File: config.mk
export PLATFORM = sky130hd
export DESIGN_NAME = wptr_full
export DESIGN_NICKNAME = d
export VERILOG_FILES = /design/src/rtl/wptr_full.sv
export SDC_FILE = /design/constraint.sdc
export NUM_CORES = 1
export LEC_CHECK = 0
export ABC_AREA = 1
export CAP_MARGIN = 20
export CORE_MARGIN = 2
export CORE_UTILIZATION = 45
export DETAILED_ROUTE_END_ITERATION = 7
export DONT_BUFFER_PORTS = 1
export SLEW_MARGIN = 10
export SYNTH_ARGS = -nofsm -noshare
export SYNTH_HDL_FRONTEND = slang
export SYNTH_SLANG_ARGS = --single-unit
File: constraint.sdc
create_clock -name wclk -period 2.63 [get_ports wclk]
set_clock_uncertainty 0.2 [all_clocks]
set_input_delay 0.3945 -clock wclk [delete_from_list [all_inputs] [get_ports wclk]]
set_output_delay 0.3945 -clock wclk [all_outputs]
set_load 0.005 [all_outputs]
File: src/rtl/wptr_full.sv
// ---------------------------------------------------------------------------
// wptr_full -- write-side pointer and status stage of the SpyBuffer async FIFO
//
// Runs entirely in the wclk domain. It keeps the binary write address and
// the Gray-coded write pointer that is sent to the read domain. From the
// already-synchronised Gray read pointer it derives registered full,
// almost-full, fill-level and sticky overflow indications.
//
// Parameters
//   ADDRSIZE   address bits; FIFO depth = 2**ADDRSIZE (>= 2)
//   AF_MARGIN  walmost_full asserts when free slots <= AF_MARGIN
//
// Ports
//   wclk          in   write-domain clock, rising edge
//   wrst_n        in   asynchronous active-low reset
//   winc          in   write request, honoured only while wfull = 0
//   wq2_rptr      in   synchronised Gray read pointer   [ADDRSIZE:0]
//   wovf_clr      in   synchronous clear of woverflow
//   waddr         out  memory write address (from wbin) [ADDRSIZE-1:0]
//   wptr          out  registered Gray write pointer     [ADDRSIZE:0]
//   wfull         out  registered full flag
//   walmost_full  out  registered almost-full flag
//   wcount        out  registered fill level 0..2**ADDRSIZE [ADDRSIZE:0]
//   woverflow     out  sticky: a write was attempted while full
// ---------------------------------------------------------------------------
module wptr_full #(
  parameter int ADDRSIZE  = 4,
  parameter int AF_MARGIN = 2
) (
  input  logic                wclk,
  input  logic                wrst_n,
  input  logic                winc,
  input  logic [ADDRSIZE:0]   wq2_rptr,
  input  logic                wovf_clr,
  output logic [ADDRSIZE-1:0] waddr,
  output logic [ADDRSIZE:0]   wptr,
  output logic                wfull,
  output logic                walmost_full,
  output logic [ADDRSIZE:0]   wcount,
  output logic                woverflow
);

  localparam int PW = ADDRSIZE + 1;

  // Fill level at or above which walmost_full asserts.
  localparam logic [PW-1:0] AF_LEVEL = PW'((1 << ADDRSIZE) - AF_MARGIN);

  logic [PW-1:0] wbin;
  logic [PW-1:0] wbinnext;
  logic [PW-1:0] wgraynext;
  logic [PW-1:0] rbin;
  logic [PW-1:0] fill_next;
  logic [PW-1:0] full_pattern;
  logic          wen;
  logic          wfull_next;
  logic          walmost_full_next;
  logic          woverflow_next;

  // A write is accepted only if the registered full flag is low, so a
  // request arriving in the cycle full is about to drop is still refused.
  assign wen       = winc & ~wfull;
  assign wbinnext  = wbin + {{ADDRSIZE{1'b0}}, wen};
  assign wgraynext = (wbinnext >> 1) ^ wbinnext;

  // Gray-to-binary: each binary bit is the XOR of the Gray bits from
  // itself up to the MSB. Computed per bit without a ripple chain.
  always_comb begin
    rbin = '0;
    for (int i = 0; i < PW; i++) begin
      rbin[i] = ^(wq2_rptr >> i);
    end
  end

  // Full when the write pointer is exactly one lap ahead of the read
  // pointer: in Gray code that is the top two bits inverted, rest equal.
  assign full_pattern = {~wq2_rptr[ADDRSIZE:ADDRSIZE-1], wq2_rptr[ADDRSIZE-2:0]};

  // Modulo-2**PW difference; the pointers are never more than one lap
  // apart, so this lands in 0..2**ADDRSIZE.
  assign fill_next = wbinnext - rbin;

  assign wfull_next        = (wgraynext == full_pattern);
  assign walmost_full_next = (fill_next >= AF_LEVEL);

  // Set has priority over clear when both happen in the same cycle.
  assign woverflow_next = (winc & wfull) | (woverflow & ~wovf_clr);

  always_ff @(posedge wclk or negedge wrst_n) begin
    if (!wrst_n) begin
      wbin         <= '0;
      wptr         <= '0;
      wfull        <= 1'b0;
      walmost_full <= 1'b0;
      wcount       <= '0;
      woverflow    <= 1'b0;
    end else begin
      wbin         <= wbinnext;
      wptr         <= wgraynext;
      wfull        <= wfull_next;
      walmost_full <= walmost_full_next;
      wcount       <= fill_next;
      woverflow    <= woverflow_next;
    end
  end

  // The address for the write happening this cycle comes from the
  // current binary pointer.
  assign waddr = wbin[ADDRSIZE-1:0];

endmodule

==> results.json <==
{
  "status": "finished, final reports clean",
  "grt_usage": 0.156,
  "drtIter0Drc": 8,
  "avgViaCountPerCell": 4.99,
  "overflow": 0,
  "dpl_worst_slack_ns": 0.0780,
  "p_leak_nw": 0.606,
  "dp_hpwl_mm": 1.44,
  "die_y_um": 50.7,
  "io_pins": 26,
  "firstDrtPassIters": 4,
  "yosys_warnings": 0,
  "dpl.cell_count": 157,
  "ys_top_cells_by_area": "dfrtp_1, nand2_1, inv_1, nand3_1, ha_1",
  "yosysMostFrequentCell": "nand2_1",
  "ys.flop_type": "dfrtp_1",
  "place_area_um2": 1020,
  "r2r_cells": 15,
  "cts_sinks": 17,
  "irDropWorstVdd_mv": 0.609,
  "port_buffers": 0,
  "grt_start_max_net_pins": 18,
  "place.gp.congestion": 0.857,
  "maxCapViolations": 0,
  "p_comb_frac": 0.553,
  "final_core_util": 0.538,
  "ys_seq_elements": 17,
  "insertion_delay_ns": 0.29,
  "finalHoldViolations": 0,
  "synth_fp_nets": 144,
  "die_area_um2": 2570,
  "yosysTopAreaCellShare": 0.433,
  "diodes": 0,
  "endpoint_kind": "register",
  "cts_buffers": 3,
  "syn-instance-count": 129,
  "cp.required_ns": 2.61,
  "min-delay-start": "wovf_clr",
  "synth_area_leader_cell": "dfrtp_1",
  "timing.fmax_ghz": 0.420,
  "power_mw": 1.41,
  "route.detailed.drc": 0,
  "area_delta_synth_final_pct": 9.55,
  "ys_types": 15,
  "synth_area_um2": 982,
  "cp_max_fo": 4,
  "hold_class": "input port to register",
  "hold_depth": 1,
  "r2r_end": "walmost_full",
  "final_antenna_net_count": 0,
  "period_needed_ns": 2.38,
  "coreArea_um2": 2000,
  "fin_nets": 152,
  "hold_slack_ns": 0.00941,
  "cts-root-buf": "clkbuf_4",
  "instances_no_fill": 163,
  "rows": 16,
  "routed_wirelength_mm": 1.82,
  "fin_area_um2": 1080,
  "slew_headroom": 0.503,
  "synth-async-reset-ratio": 1.00,
  "syn_avg_cell_area_um2": 7.61,
  "min_to": "woverflow",
  "synthTopCellsByCount": "nand2_1, inv_1, dfrtp_1, nand3_1, nor2_1",
  "swShare": 0.467,
  "tightest_slew_ns": 0.743,
  "grt_first_pass_wirelength_mm": 3.04,
  "grt_pass1_vias": 733,
  "power_density_nw_per_um2": 1310,
  "clk_pin_slew_ns": 0.10,
  "wl_per_cell_um": 11.1,
  "internal_power_mw": 0.749,
  "grt_setup_unrepaired": "no",
  "layout-drive-gt1-share": 0.110,
  "h-tree-depth": 1,
  "critPathKind": "register to register",
  "start_util": 0.491,
  "antenna_found_initial": 0,
  "seq_area_frac_synth": 0.433,
  "p_seq_frac": 0.350,
  "r2r_slack_ns": 0.25,
  "rr_startpoint": "wfull",
  "slew_violations": 0,
  "tns_ns": 0,
  "power.share.clock": 0.097,
  "tritoncts": "done",
  "die_w_um": 50.7,
  "finalSetupViolations": 0,
  "setup.worst_path.start_class": "register",
  "worstPathArrival_ns": 2.36,
  "clk_path_buf_depth": 2,
  "vias": 814,
  "switchingPower_mw": 0.656,
  "period_share": 0.905,
  "fin_ws_ns": 0.250,
  "synth_edf_count": 0
}
[kinds of logic (layout without fill, tap and decap cells)]
logic type	Yosys count	after routing	share of synthesized area
buffers and inverters	26	33	0.0994
xor gates and xnor gates	4	4	0.0433
AOI/OAI and AO/OA	2	2	0.0102
adders and majority gates	6	6	0.0841
DFF	17	17	0.433
and+or+nand+nor	74	74	0.330
[worst max-delay path by stage]
stage,start,endpoint,slack (ns),cells past startpoint
CTS,wfull,walmost_full,0.08,14
global placement,wq2_rptr[3],walmost_full,0.10,14
floorplan,wq2_rptr[3],walmost_full,0.28,14
global route,wfull,walmost_full,0.03,15
detailed placement,wq2_rptr[3],walmost_full,0.08,14
finish,wfull,walmost_full,0.25,15
[cell usage in the layout (no fill, tap or decap)]
cell,synthesis,final
and2_1,1,1
buf_4,0,2
clkbuf_4,0,3
clkinv_2,0,1
dfrtp_1,17,17
dlygate4sd3_1,0,1
fa_1,1,1
ha_1,5,3
ha_2,0,2
inv_1,26,25
inv_2,0,1
nand2_1,40,40
nand2_2,4,4
nand3_1,17,17
nand3b_1,1,1
nand4_1,3,3
nor2_1,7,6
nor2_2,0,1
nor3_1,1,1
o21ai_0,2,2
xor2_1,3,3
xor2_2,1,1
[worst max-delay path, cell delays in order, from the launching register on]
cell and delay (ns):
dfrtp_1 0.42, nor2_1 0.13, ha_2 0.22, ha_2 0.22, nand2_1 0.11, nand2_2 0.09
inv_2 0.05, ha_1 0.31, inv_1 0.08, nor2_2 0.04, nor2_1 0.09, nand2_1 0.08
nand2_1 0.06, nand2_1 0.05, nand2_1 0.07, nand2_1 0.05
[cell type report]
| cell class | instances | area (um^2) |
|---|---|---|
| inverter | 26 | 97.6 |
| multi-input combinational | 86 | 467 |
| timing repair buffer | 3 | 25.0 |
| fill | 182 | 926 |
| clock buffer | 3 | 22.5 |
| sequential | 17 | 425 |
| tap | 27 | 33.8 |
| clock inverter | 1 | 5.00 |
[timing repair]
| action | in CTS | in global routing |
|---|---|---|
| hold buffers | 1 | 0 |
| gates resized for setup | 0 | 4 |
| setup buffers | 0 | 1 |
| endpoints found under the hold margin | 17 | 0 |
| endpoints found under the setup margin | 0 | 2 |
[power groups by stage]
stage | sequential, mW | combinational [mW] | clock, mW
floorplan | 0.478 | 0.591 | 0
finish | 0.491 | 0.777 | 0.137
global placement | 0.497 | 0.723 | 0
global route | 0.508 | 0.915 | 0.151
CTS | 0.493 | 0.757 | 0.144
detailed placement | 0.500 | 0.745 | 0
[registers in the layout, summed over array words and instances, names as in the netlist]
register,flops
woverflow,1
wcount,5
walmost_full,1
wbin,5
wptr,4
wfull,1
[layer usage]
layer / track usage / share of wire
met5: 0 / 0
met4: 0.0811 / 0.020
met3: 0.0298 / 0.045
met2: 0.252 / 0.47
met1: 0.196 / 0.47
(Power assumes the default switching activity.)
